[src/rtl/hex_rate_counter.sv]
// Hex digit source for the 7-segment decoder: steps 0..F up or down at a
// switch-selected rate divided down from the board clock.
module hex_rate_counter #(
    parameter int unsigned CLK_HZ    = 50000000,
    parameter int unsigned DIV_WIDTH = 28
) (
    input  logic       clock,
    input  logic       reset,
    input  logic       enable,
    input  logic [1:0] rate_sel,
    input  logic       up_down,
    input  logic       clear,
    input  logic       load,
    input  logic [3:0] load_val,
    output logic [3:0] count,
    output logic       tick,
    output logic       wrap
);

    logic [DIV_WIDTH-1:0] divider;
    logic [DIV_WIDTH-1:0] reload_c;
    logic [1:0]           rate_q;
    logic [3:0]           next_count_c;
    logic                 step_wrap_c;

    // Divider reload for the currently selected rate; a step takes reload+1 enabled cycles.
    always_comb begin
        reload_c = '0;
        case (rate_sel)
            2'b00:   reload_c = '0;
            2'b01:   reload_c = DIV_WIDTH'(CLK_HZ - 1);
            2'b10:   reload_c = DIV_WIDTH'(2 * CLK_HZ - 1);
            default: reload_c = DIV_WIDTH'(4 * CLK_HZ - 1);
        endcase
    end

    always_comb begin
        next_count_c = count;
        step_wrap_c  = 1'b0;
        if (up_down) begin
            next_count_c = count + 4'd1;
            step_wrap_c  = (count == 4'hF);
        end else begin
            next_count_c = count - 4'd1;
            step_wrap_c  = (count == 4'h0);
        end
    end

    // Priority: reset > clear > load > rate change > step > countdown/hold.
    always_ff @(posedge clock) begin
        if (reset) begin
            count   <= 4'h0;
            tick    <= 1'b0;
            wrap    <= 1'b0;
            divider <= reload_c;
            rate_q  <= rate_sel;
        end else begin
            tick <= 1'b0;
            wrap <= 1'b0;
            if (clear) begin
                count   <= 4'h0;
                divider <= reload_c;
                rate_q  <= rate_sel;
            end else if (load) begin
                count   <= load_val;
                divider <= reload_c;
                rate_q  <= rate_sel;
            end else if (rate_sel != rate_q) begin
                divider <= reload_c;
                rate_q  <= rate_sel;
            end else if (enable) begin
                if (divider == '0) begin
                    count   <= next_count_c;
                    divider <= reload_c;
                    tick    <= 1'b1;
                    wrap    <= step_wrap_c;
                end else begin
                    divider <= divider - DIV_WIDTH'(1);
                end
            end
        end
    end

endmodule

[config.mk]
export PLATFORM = sky130hd
export DESIGN_NAME = hex_rate_counter
export DESIGN_NICKNAME = d
export VERILOG_FILES = /design/src/rtl/hex_rate_counter.sv
export SDC_FILE = /design/constraint.sdc
export NUM_CORES = 1
export LEC_CHECK = 0
export BUFFER_PORTS_ARGS = -buffer_cell sky130_fd_sc_hd__buf_2
export CAP_MARGIN = 0
export CORE_UTILIZATION = 35
export DETAILED_ROUTE_END_ITERATION = 8
export RECOVER_POWER = 100
export SLEW_MARGIN = 20
export SYNTH_ARGS = -nofsm -noshare
export SYNTH_HDL_FRONTEND = slang
export SYNTH_SLANG_ARGS = --single-unit
export TNS_END_PERCENT = 20
[constraint.sdc]
create_clock -name clock -period 4.79 [get_ports clock]
set_input_delay 0.958 -clock clock [delete_from_list [all_inputs] [get_ports clock]]
set_output_delay 0.958 -clock clock [all_outputs]
set_load 0.1 [all_outputs]
==> tab_implementation.tex <==
\begin{tabular}{lr}
\hline
Metric & Value \\
\hline
\multicolumn{2}{l}{\textbf{Drt}} \\
\quad Post-detailed-route wirelength per cell & 14.0 µm \\
\quad Post-route DRC violation count & 0 \\
\quad Number of nets with antenna violations after detailed routing & 0 \\
\quad Via count of the routed design & 1545 \\
\quad Total length of routed wires & 4210 µm \\
\quad Via density & 5.15 \\
\quad Drt first pass iters & 4 \\
\quad Iteration-0 DRC Markers & 111 \\
\multicolumn{2}{l}{\textbf{Power}} \\
\quad Leakage power & 0.824 nW \\
\quad Ratio of total power to cell area & 303 nW/µm² \\
\quad Worst IR drop on VDD & 0.116 mV \\
\quad Total power consumption of the routed design & 0.730 mW \\
\multicolumn{2}{l}{\textbf{Logic synthesis}} \\
\quad Main flop type after synthesis & sky130\_fd\_sc\_hd\_\_edfxtp\_1 \\
\quad Cell types occupying the most area after synthesis & sky130\_fd\_sc\_hd\_\_edfxtp\_1 41\%, sky130\_fd\_sc\_hd\_\_xnor2\_1 10\%, sky130\_fd\_sc\_hd\_\_a21oi\_1 5.9\%, sky130\_fd\_sc\_hd\_\_dfxtp\_1 5.5\%, sky130\_fd\_sc\_hd\_\_ha\_1 4.6\% \\
\quad Ys async rst share & 0\% \\
\quad Synthesis Warnings & 0 \\
\quad Post-synth EDFFs & 30 \\
\quad Combined area of all synthesized cells & 2190 µm² \\
\quad \#FFs+latches synth & 36 \\
\quad Cell type with the highest aggregate area in the netlist & sky130\_fd\_sc\_hd\_\_edfxtp\_1 \\
\quad Post-synthesis instance total & 203 \\
\quad Synth cell types & 45 \\
\quad Sequential share of the synthesized area & 46.7\% \\
\quad Synthesized Nets & 224 \\
\quad Fraction of synthesized cell area taken by the top area cell type & 41.2\% \\
\quad Mean instance size in the synthesized netlist & 10.8 µm² \\
\multicolumn{2}{l}{\textbf{Outcome}} \\
\quad Status & complete, but fails checks \\
\quad Violated checks & capacitance limit, slew limit \\
\multicolumn{2}{l}{\textbf{Clock tree}} \\
\quad Clock tree from TritonCTS & built \\
\quad CTS sink cnt & 36 \\
\quad Post-cts gate resize count & 0 \\
\quad Clock insertion delay at the later pin of the skew report & 0.29 ns \\
\quad Post-CTS setup repair buffer count & 0 \\
\quad CTS Root Cell & sky130\_fd\_sc\_hd\_\_clkbuf\_8 \\
\quad Clock Path Buffers & 2 \\
\quad Clock slew at the register clock pins of the worst setup and hold paths & 0.07 ns \\
\quad Number of buffers created by CTS & 5 \\
\quad Level count of the clock H-tree & 2 \\
\quad Number of hold buffers added after CTS & 0 \\
\multicolumn{2}{l}{\textbf{Floorplan}} \\
\quad Die Area & 6570 µm² \\
\quad Initial Utilization & 36.5\% \\
\quad Die height & 81.1 µm \\
\quad Number of rows created at floorplan & 28 \\
\quad Core Footprint & 5990 µm² \\
\quad Top-Level Pins & 18 \\
\quad Die W & 81.1 µm \\
\multicolumn{2}{l}{\textbf{Timing}} \\
\quad Actual transition at the worst max-transition pin & 1.68 ns \\
\quad Worst max-slew margin expressed relative to the limit & -12.3\% \\
\quad Setup Total Neg Slack & 0 ns \\
\quad Max Slew Vio Count & 52 \\
\quad Tmin final & 3.43 ns \\
\quad Total setup violations reported at the end of the flow & 0 \\
\quad Layout Skew & 0.0106 ns \\
\quad Fraction of the cycle the final worst path needs & 71.6\% \\
\quad Setup repair after global routing missed its margin & no \\
\quad Final-report hold violation count & 0 \\
\quad Peak Freq & 291 MHz \\
\multicolumn{2}{l}{\textbf{Finish}} \\
\quad Fraction of layout instances using a drive strength above 1 & 11.6\% \\
\quad Number of diodes added for antenna fixing & 0 \\
\quad Total area of sequential cells & 1020 µm² \\
\quad Multi-input gate area & 1070 µm² \\
\quad Number of nets in the finished design & 245 \\
\quad Fill count & 587 \\
\quad Area added between synthesis and finish & 10.1\% \\
\multicolumn{2}{l}{\textbf{Worst setup path}} \\
\quad Worst EP required & 4.80 ns \\
\quad Slowest stage cell on the critical path & sky130\_fd\_sc\_hd\_\_a21oi\_1 \\
\quad Peak per-stage delay on the critical path & 1.33 ns \\
\quad Critical register-to-register path startpoint & divider[3]\$\_DFFE\_PP\_ \\
\quad Crit path arrival time & 3.45 ns \\
\quad Critical Setup Path Class & input port to flop \\
\quad Critical-path maximum fanout & 22 \\
\quad Cell-by-cell listing of the critical path & clkbuf\_1 > xnor2\_1 > nand4\_1 > a21oi\_1 > buf\_4 > a21oi\_1 \\
\quad Critical Path Source Type & input port \\
\quad Most Frequent Cell on Critical Path & sky130\_fd\_sc\_hd\_\_a21oi\_1 \\
\quad Timing endpoint of the critical path & divider[25]\$\_DFFE\_PP\_ \\
\quad Kind of end point of the critical path & flop \\
\quad Cell depth of the worst flop-to-flop path & 5 \\
\quad Crit Reg-Reg Endpoint & count[3]\$\_SDFFE\_PP0P\_ \\
\quad Worst-case register-to-register setup slack & 1.49 ns \\
\quad Launching instance or port of the critical path & rate\_sel[1] \\
\multicolumn{2}{l}{\textbf{Global route}} \\
\quad Overall global routing resource usage & 14.4\% \\
\quad Number of global-route vias before repair & 1496 \\
\quad Overall overflow remaining after global route & 0 \\
\quad First-pass GRT wire length & 7080 µm \\
\quad Antenna violations before repair & 0 \\
\quad Largest net degree at the start of global routing & 29 \\
\multicolumn{2}{l}{\textbf{Min path}} \\
\quad Worst min-delay path category & flop to flop \\
\quad Hold Path Stages & 1 \\
\multicolumn{2}{l}{\textbf{Flow run}} \\
\quad \# Max-Cap Violations & 2 \\
\multicolumn{2}{l}{\textbf{Placement}} \\
\quad Half-perimeter wire length after placement & 2990 µm \\
\quad Port bufs & 17 \\
\quad Weighted congestion at the end of routability-driven global placement & 0.759 \\
\hline
\end{tabular}
## report_power, final
part | total, mW | internal [mW] | switching (mW)
registers | 0.386 | 0.362 | 0.0238
logic | 0.0817 | 0.0332 | 0.0484
clock network | 0.262 | 0.154 | 0.107
total | 0.730 | 0.550 | 0.180
## critical path: cells and delay by family
kind / cells / cell delay (ns)
AOI/OAI and AO/OA: 2 / 1.42
buffers and inverters: 2 / 0.60
and+or+nand+nor: 1 / 0.26
xor gates and xnor gates: 1 / 0.20
## cell families after synthesis
logic type	count (synthesis)	synth area share, %
simple gates	78	22.8
xor+xnor	30	12.0
mux	1	0.457
flops	36	46.7
buf+inv	13	2.86
compound gates	36	9.72
fa+ha+maj	9	5.49
## placed cells by master (no fill, tap or decap), types with 2 or more instances in the layout
master / instances
sky130_fd_sc_hd__inv_1: 8
sky130_fd_sc_hd__or4_1: 2
sky130_fd_sc_hd__xnor2_1: 25
sky130_fd_sc_hd__nand2b_1: 4
sky130_fd_sc_hd__nand4_1: 6
sky130_fd_sc_hd__buf_2: 9
sky130_fd_sc_hd__edfxtp_1: 30
sky130_fd_sc_hd__clkbuf_8: 5
sky130_fd_sc_hd__ha_1: 8
sky130_fd_sc_hd__or3_1: 4
sky130_fd_sc_hd__xor2_1: 5
sky130_fd_sc_hd__nor3_1: 11
sky130_fd_sc_hd__and2_0: 2
sky130_fd_sc_hd__nand3_1: 3
sky130_fd_sc_hd__a21oi_1: 27
sky130_fd_sc_hd__nand2_1: 5
sky130_fd_sc_hd__dfxtp_1: 6
sky130_fd_sc_hd__clkbuf_1: 10
sky130_fd_sc_hd__nor2_1: 17
sky130_fd_sc_hd__nor4_1: 11
## flip-flops by register name (all words and copies together), names as in the netlist
name,count
tick,1
wrap,1
rate_q,2
divider,28
count,4
## layout make-up
type	count	share of cell area (%)
clock buffer	6	3.01
clock inverter	2	1.45
inverter	8	1.25
multi-input combinational	154	44.4
sequential	36	42.4
tap	75	3.89
timing repair buffer	19	3.58
## layer usage
metal	wire [µm]	track usage, %	share of wire (%)
met2	1860	22.9	44
met3	238	3.37	5.6
met4	64	5.36	1.5
met5	0	0	0
met1	2050	19.0	49
## synth_stat cells, drive strengths merged, types with 3 or more instances
master and n:
nand2 5, inv 8, nand2b 4, and2 3, or4 3, nand3 3, nor2 17, nor4 12
xor2 5, dfxtp 6, xnor2 25, a21oi 28, buf 4, ha 8, or3 4, nand4 7
edfxtp 30, nor3 12
## worst min-delay path by stage
stage,from,to
2_1_floorplan,divider[0]$_DFFE_PP_,divider[0]$_DFFE_PP_
3_3_place_gp,divider[0]$_DFFE_PP_,divider[0]$_DFFE_PP_
3_5_place_dp,divider[0]$_DFFE_PP_,divider[0]$_DFFE_PP_
4_1_cts,divider[0]$_DFFE_PP_,divider[0]$_DFFE_PP_
5_1_grt,divider[0]$_DFFE_PP_,divider[0]$_DFFE_PP_
6_report,divider[0]$_DFFE_PP_,divider[0]$_DFFE_PP_
## through the flow
| step | instances | area (µm²) | setup WS, ns | util [%] | hold WS (ns) |
|---|---|---|---|---|---|
| 2_1_floorplan | 203 | 2190 | 2.32 | - | 0.585 |
| 3_3_place_gp | 292 | 2350 | 1.75 | 39.2 | 0.610 |
| 3_5_place_dp | 292 | 2350 | 1.70 | 39.2 | 0.621 |
| 4_1_cts | 300 | 2460 | 1.89 | 41.0 | 0.632 |
| 5_1_grt | 300 | 2410 | 1.03 | 40.2 | 0.655 |
| 6_report | 300 | 2410 | 1.36 | 40.2 | 0.626 |
(Power assumes the default switching activity.)
